[src/rtl/rprime_reader.sv]
// Reads lag-windowed r'[0..M] back from scratch memory and streams (hi, lo) pairs downstream.
// Optional r'[0] sign/zero check is compiled in with `define RPRIME_R0_CHECK_EN.
//
// state | meaning
// IDLE  | waiting for start
// READ  | issuing addresses, gated by free output-buffer space
// DRAIN | all reads issued, waiting for the final handshake
// DONE  | one-cycle done pulse, address and index rewound
module rprime_reader #(
  parameter logic [10:0] BASE_ADDR  = 11'd0,
  parameter int          NUM_WORDS  = 11,
  parameter int          FIFO_DEPTH = 2
) (
  input  logic        clk,
  input  logic        reset,
  input  logic        start,
  output logic [10:0] memReadAddr,
  input  logic [31:0] memIn,
  output logic        outValid,
  input  logic        outReady,
  output logic [15:0] rHi,
  output logic [15:0] rLo,
  output logic [3:0]  rIndex,
  output logic        busy,
  output logic        done,
  output logic        r0Bad
);

  typedef enum logic [1:0] {IDLE, READ, DRAIN, DONE} state_t;

  state_t      state, nextState;
  logic [31:0] fifoMem [2];
  logic        wrPtr, rdPtr;
  logic [1:0]  fifoCount;
  logic        inFlight;
  logic [3:0]  issueCount;
  logic        issue, push, pop, lastPop;
  logic [2:0]  committed;

  assign outValid = (fifoCount != 2'd0);
  assign pop      = outValid && outReady;
  assign push     = inFlight;
  assign lastPop  = pop && (rIndex == 4'(NUM_WORDS - 1));
  assign rHi      = fifoMem[rdPtr][31:16];
  assign rLo      = {1'b0, fifoMem[rdPtr][15:1]};
  assign busy     = (state != IDLE);
  assign done     = (state == DONE);

  // Space the buffer will still hold after this cycle's pop; a new issue lands one cycle later.
  assign committed = {1'b0, fifoCount} + {2'b0, inFlight} - {2'b0, pop};

  always_comb begin
    nextState = state;
    issue     = 1'b0;
    case (state)
      IDLE:  if (start) nextState = READ;
      READ: begin
        if (committed < 3'(FIFO_DEPTH)) begin
          issue = 1'b1;
          if (issueCount == 4'(NUM_WORDS - 1)) nextState = DRAIN;
        end
      end
      DRAIN: if (lastPop) nextState = DONE;
      DONE:  nextState = IDLE;
      default: nextState = IDLE;
    endcase
  end

  always_ff @(posedge clk or negedge reset) begin
    if (!reset) begin
      state <= IDLE;
    end else begin
      state <= nextState;
    end
  end

  always_ff @(posedge clk or negedge reset) begin
    if (!reset) begin
      memReadAddr <= BASE_ADDR;
      issueCount  <= 4'd0;
      inFlight    <= 1'b0;
    end else begin
      inFlight <= issue;
      if (issue) begin
        memReadAddr <= memReadAddr + 11'd1;
        issueCount  <= issueCount + 4'd1;
      end
      if (state == DRAIN && lastPop) memReadAddr <= BASE_ADDR;
      if (state == DONE) issueCount <= 4'd0;
    end
  end

  always_ff @(posedge clk or negedge reset) begin
    if (!reset) begin
      fifoMem[0] <= 32'd0;
      fifoMem[1] <= 32'd0;
      wrPtr      <= 1'b0;
      rdPtr      <= 1'b0;
      fifoCount  <= 2'd0;
      rIndex     <= 4'd0;
    end else begin
      if (push) begin
        fifoMem[wrPtr] <= memIn;
        wrPtr          <= ~wrPtr;
      end
      if (pop) begin
        rdPtr  <= ~rdPtr;
        rIndex <= lastPop ? 4'd0 : rIndex + 4'd1;
      end
      case ({push, pop})
        2'b10:   fifoCount <= fifoCount + 2'd1;
        2'b01:   fifoCount <= fifoCount - 2'd1;
        default: fifoCount <= fifoCount;
      endcase
      if (state == DONE) begin
        rIndex <= 4'd0;
        wrPtr  <= 1'b0;
        rdPtr  <= 1'b0;
      end
    end
  end

`ifdef RPRIME_R0_CHECK_EN
  logic r0BadReg;

  // The word landing while exactly one read has been issued is r'[0].
  always_ff @(posedge clk or negedge reset) begin
    if (!reset) begin
      r0BadReg <= 1'b0;
    end else if (state == IDLE && start) begin
      r0BadReg <= 1'b0;
    end else if (push && issueCount == 4'd1) begin
      r0BadReg <= memIn[31] || (memIn == 32'd0);
    end
  end

  assign r0Bad = r0BadReg;
`else
  logic unusedMemLsb;
  assign unusedMemLsb = memIn[0];
  assign r0Bad        = 1'b0;
`endif

endmodule

[config.mk]
export PLATFORM = sky130hd
export DESIGN_NAME = rprime_reader
export DESIGN_NICKNAME = d
export VERILOG_FILES = /design/src/rtl/rprime_reader.sv
export SDC_FILE = /design/constraint.sdc
export NUM_CORES = 1
export LEC_CHECK = 0
export CAP_MARGIN = 20
export CORE_MARGIN = 2
export CORE_UTILIZATION = 48
export CTS_BUF_LIST = sky130_fd_sc_hd__clkbuf_4
export DETAILED_ROUTE_END_ITERATION = 6
export PLACE_DENSITY = 0.79
export SETUP_SLACK_MARGIN = 0.2
export SYNTH_ARGS = -nofsm -noshare
export SYNTH_HDL_FRONTEND = slang
export SYNTH_SLANG_ARGS = --single-unit
[constraint.sdc]
create_clock -name clk -period 2.6 [get_ports clk]
set_input_delay 0.26 -clock clk [delete_from_list [all_inputs] [get_ports clk]]
set_output_delay 0.26 -clock clk [all_outputs]
set_load 0.02 [all_outputs]
==> results.json <==
{
  "portBuffers": 83,
  "htreeDepth": 3,
  "fin_crit_sh": 1.04,
  "critPathRequiredTime_ns": 2.95,
  "grt.busiest_layer": "met2",
  "vias": 2781,
  "clk_pin_slew_ns": 0.15,
  "drt_iter0_drc": 60,
  "netlist_instances": 313,
  "nNetsFinal": 469,
  "cp_max_fo": 4,
  "ff_latch_area_mm2": 0.00221,
  "cts_tree": "built",
  "globalplace.congestion": 0.747,
  "max_freq_ghz": 0.369,
  "n_antenna_cell": 0,
  "num-fill-cells": 622,
  "synth.distinct_cells": 36,
  "overflow": 0,
  "period_minus_slack_ns": 2.71,
  "track_usage": 0.188,
  "cts_root_buf": "clkbuf_4",
  "postRouteAntennaNets": 0,
  "final_hold_viol_count": 0,
  "power_density_mw_per_mm2": 1330,
  "total_power_w": 0.00740,
  "grt_pass1_wl_mm": 13.4,
  "tightest_slew_ns": 0.616,
  "viasPerCell": 5.25,
  "synth-async-reset-ratio": 1.00,
  "layout-drive-gt1-share": 0.388,
  "pre_cts_ws_ns": -0.311,
  "yosys_warnings": 0,
  "reg2reg_slack_ns": -0.11,
  "hp-class": "primary input to async pin",
  "first_pass_iters": 4,
  "final_util": 0.673,
  "timing.slew.headroom": 0.589,
  "multi_input_area_mm2": 0.00196,
  "rsz0062_at_grt": "yes",
  "hpwlAfterDp_mm": 5.70,
  "layout_commonest_cell": "mux2_2",
  "start_util": 0.497,
  "clkLatencyLatePin_ns": 0.43,
  "cp_cell_sequence": "o21a_1 > ha_4 > nand2b_4 > fa_2 > nand2_4 > or4b_1 > or3_1 > a21oi_1",
  "core-area_mm2": 0.00826,
  "syn_area_mm2": 0.00411,
  "synth_seq_cells": 88,
  "crit_type": "flop to flop",
  "setup_viol": 1,
  "die_x_um": 96.5,
  "synth_edf_count": 0,
  "antenna_found_initial": 0,
  "arrival_ns": 3.05,
  "dieArea_mm2": 0.00931,
  "drv_slew": 0,
  "worst_path_max_delay_cell": "fa_2",
  "use_met3": 0.0528,
  "rows": 33,
  "r2r_cells": 8,
  "dp.cells": 504,
  "end_kind": "flop",
  "grt_use_met2": 0.313,
  "whs_ns": 0.373,
  "failed_checks": "setup timing",
  "fp.dieH_um": 96.5,
  "grt_pass1_vias": 2859,
  "ios": 87,
  "worst_r2r_endpoint": "memReadAddr[10]$_DFFE_PN0P_",
  "ir_drop_v": 0.000689,
  "clock-sinks": 88,
  "avgRoutedWirePerCell_um": 16.0,
  "clk_path_buf_depth": 2,
  "synth_seq_area_share": 0.536,
  "critPathMaxStageDelay_ns": 0.58,
  "numCtsBuffers": 9,
  "routed_wl_mm": 8.50,
  "met1_usage": 0.243,
  "final_cell_mix": "mux2_2, dfrtp_1, clkdlybuf4s50_1, buf_4, nor2_1",
  "setup_ws_ns": -0.107,
  "synth_flop_cell": "dfrtp_1",
  "avgSynthCellArea_um2": 13.1,
  "cap_violations": 0,
  "final_cells": 530,
  "synthToLayoutAreaGrowth_pct": 35.2,
  "grt_max_degree": 51,
  "reg2reg_from": "fifoCount[0]$_DFFE_PN0N_",
  "skew_ns": 0.0170,
  "crit_path_start_kind": "flop",
  "status": "finished, violations left",
  "drcViolationCount": 0,
  "p_leak_nw": 2.34
}
## area by class of cell
| cell class | instances | area share |
|---|---|---|
| well taps | 105 | 0.0236 |
| flip-flops and latches | 88 | 0.397 |
| repair buffers | 112 | 0.195 |
| clock inverters | 6 | 0.0108 |
| clock buffers | 10 | 0.0135 |
| multi-input cells | 199 | 0.354 |
| inverters | 10 | 0.00676 |
## cells in the mapped netlist, drive strengths merged (2+ instances only)
| library cell | n | area share |
|---|---|---|
| xor2 | 3 | 0.0064 |
| nor3 | 4 | 0.0049 |
| nand3 | 6 | 0.0073 |
| xnor2 | 15 | 0.032 |
| nor4b | 2 | 0.0058 |
| clkbuf | 9 | 0.0082 |
| nor2 | 20 | 0.018 |
| ha | 12 | 0.037 |
| dfrtp | 88 | 0.54 |
| nand4 | 3 | 0.0046 |
| a21oi | 3 | 0.0037 |
| nor3b | 3 | 0.0055 |
| nor4 | 2 | 0.0030 |
| or2 | 2 | 0.0030 |
| nand2 | 7 | 0.0064 |
| buf | 8 | 0.010 |
| mux2 | 95 | 0.26 |
| or3 | 2 | 0.0030 |
| inv | 10 | 0.0091 |
| o21ai | 6 | 0.0073 |
## stage by stage
stage / setup TNS [ns] / instance area (µm²)
floorplan: -0.119 / 4210
global placement: -0.952 / 5240
detailed placement: -1.29 / 5240
CTS: -0.0477 / 5430
global route: -0.267 / 5560
finish: -0.107 / 5560
## cell families after synthesis
kind of cell	share of synthesized area
AO/OA/AOI/OAI	0.0210
XOR/XNOR	0.0384
adder cells (fa/ha/maj)	0.0414
buffers and inverters	0.0277
flip-flops	0.536
multiplexers	0.263
other	0.000913
AND/OR/NAND/NOR	0.0716
## routing by layer
layer	vias to the layer above	routed length (µm)
met3	7	485
met5	-	0
met4	0	89
met1	1397	3810
met2	75	4120
li1	1302	-
## worst max-delay path by stage
| stage | startpoint | to | slack [ns] | cells past startpoint |
|---|---|---|---|---|
| floorplan | fifoCount[1]$_DFFE_PN0N_ | memReadAddr[10]$_DFFE_PN0P_ | -0.08 | 9 |
| global placement | outReady | memReadAddr[10]$_DFFE_PN0P_ | -0.26 | 9 |
| detailed placement | outReady | memReadAddr[10]$_DFFE_PN0P_ | -0.31 | 9 |
| CTS | fifoCount[0]$_DFFE_PN0N_ | memReadAddr[10]$_DFFE_PN0P_ | -0.05 | 8 |
| global route | fifoCount[0]$_DFFE_PN0N_ | memReadAddr[10]$_DFFE_PN0P_ | -0.14 | 8 |
| finish | fifoCount[0]$_DFFE_PN0N_ | memReadAddr[10]$_DFFE_PN0P_ | -0.11 | 8 |
## power by group
part,switching (W),internal (W)
sequential,0.000373,0.00200
combinational,0.00194,0.00233
clock,0.000465,0.000300
total,0.00278,0.00463
## timing repair
item	in CTS	in global routing
buffers inserted	1	8
endpoints found under the setup margin	32	38
pin swaps	4	15
hold endpoints to repair	48	0
gates resized for setup	5	11
hold buffers	1	0
## worst max-delay path: cells and delay by family (launching register included)
| family | cells | cell delay, ns |
|---|---|---|
| AO/OA/AOI/OAI | 2 | 0.36 |
| adder cells (fa/ha/maj) | 2 | 0.80 |
| flip-flops | 1 | 0.43 |
| AND/OR/NAND/NOR | 4 | 1.03 |
## registers in the layout, indices dropped and copies added (netlist names)
register / count
issueCount: 4
rdPtr: 1
inFlight: 1
fifoMem: 62
wrPtr: 1
rIndex: 4
memReadAddr: 11
fifoCount: 2
state: 2
(Power assumes the default switching activity.)
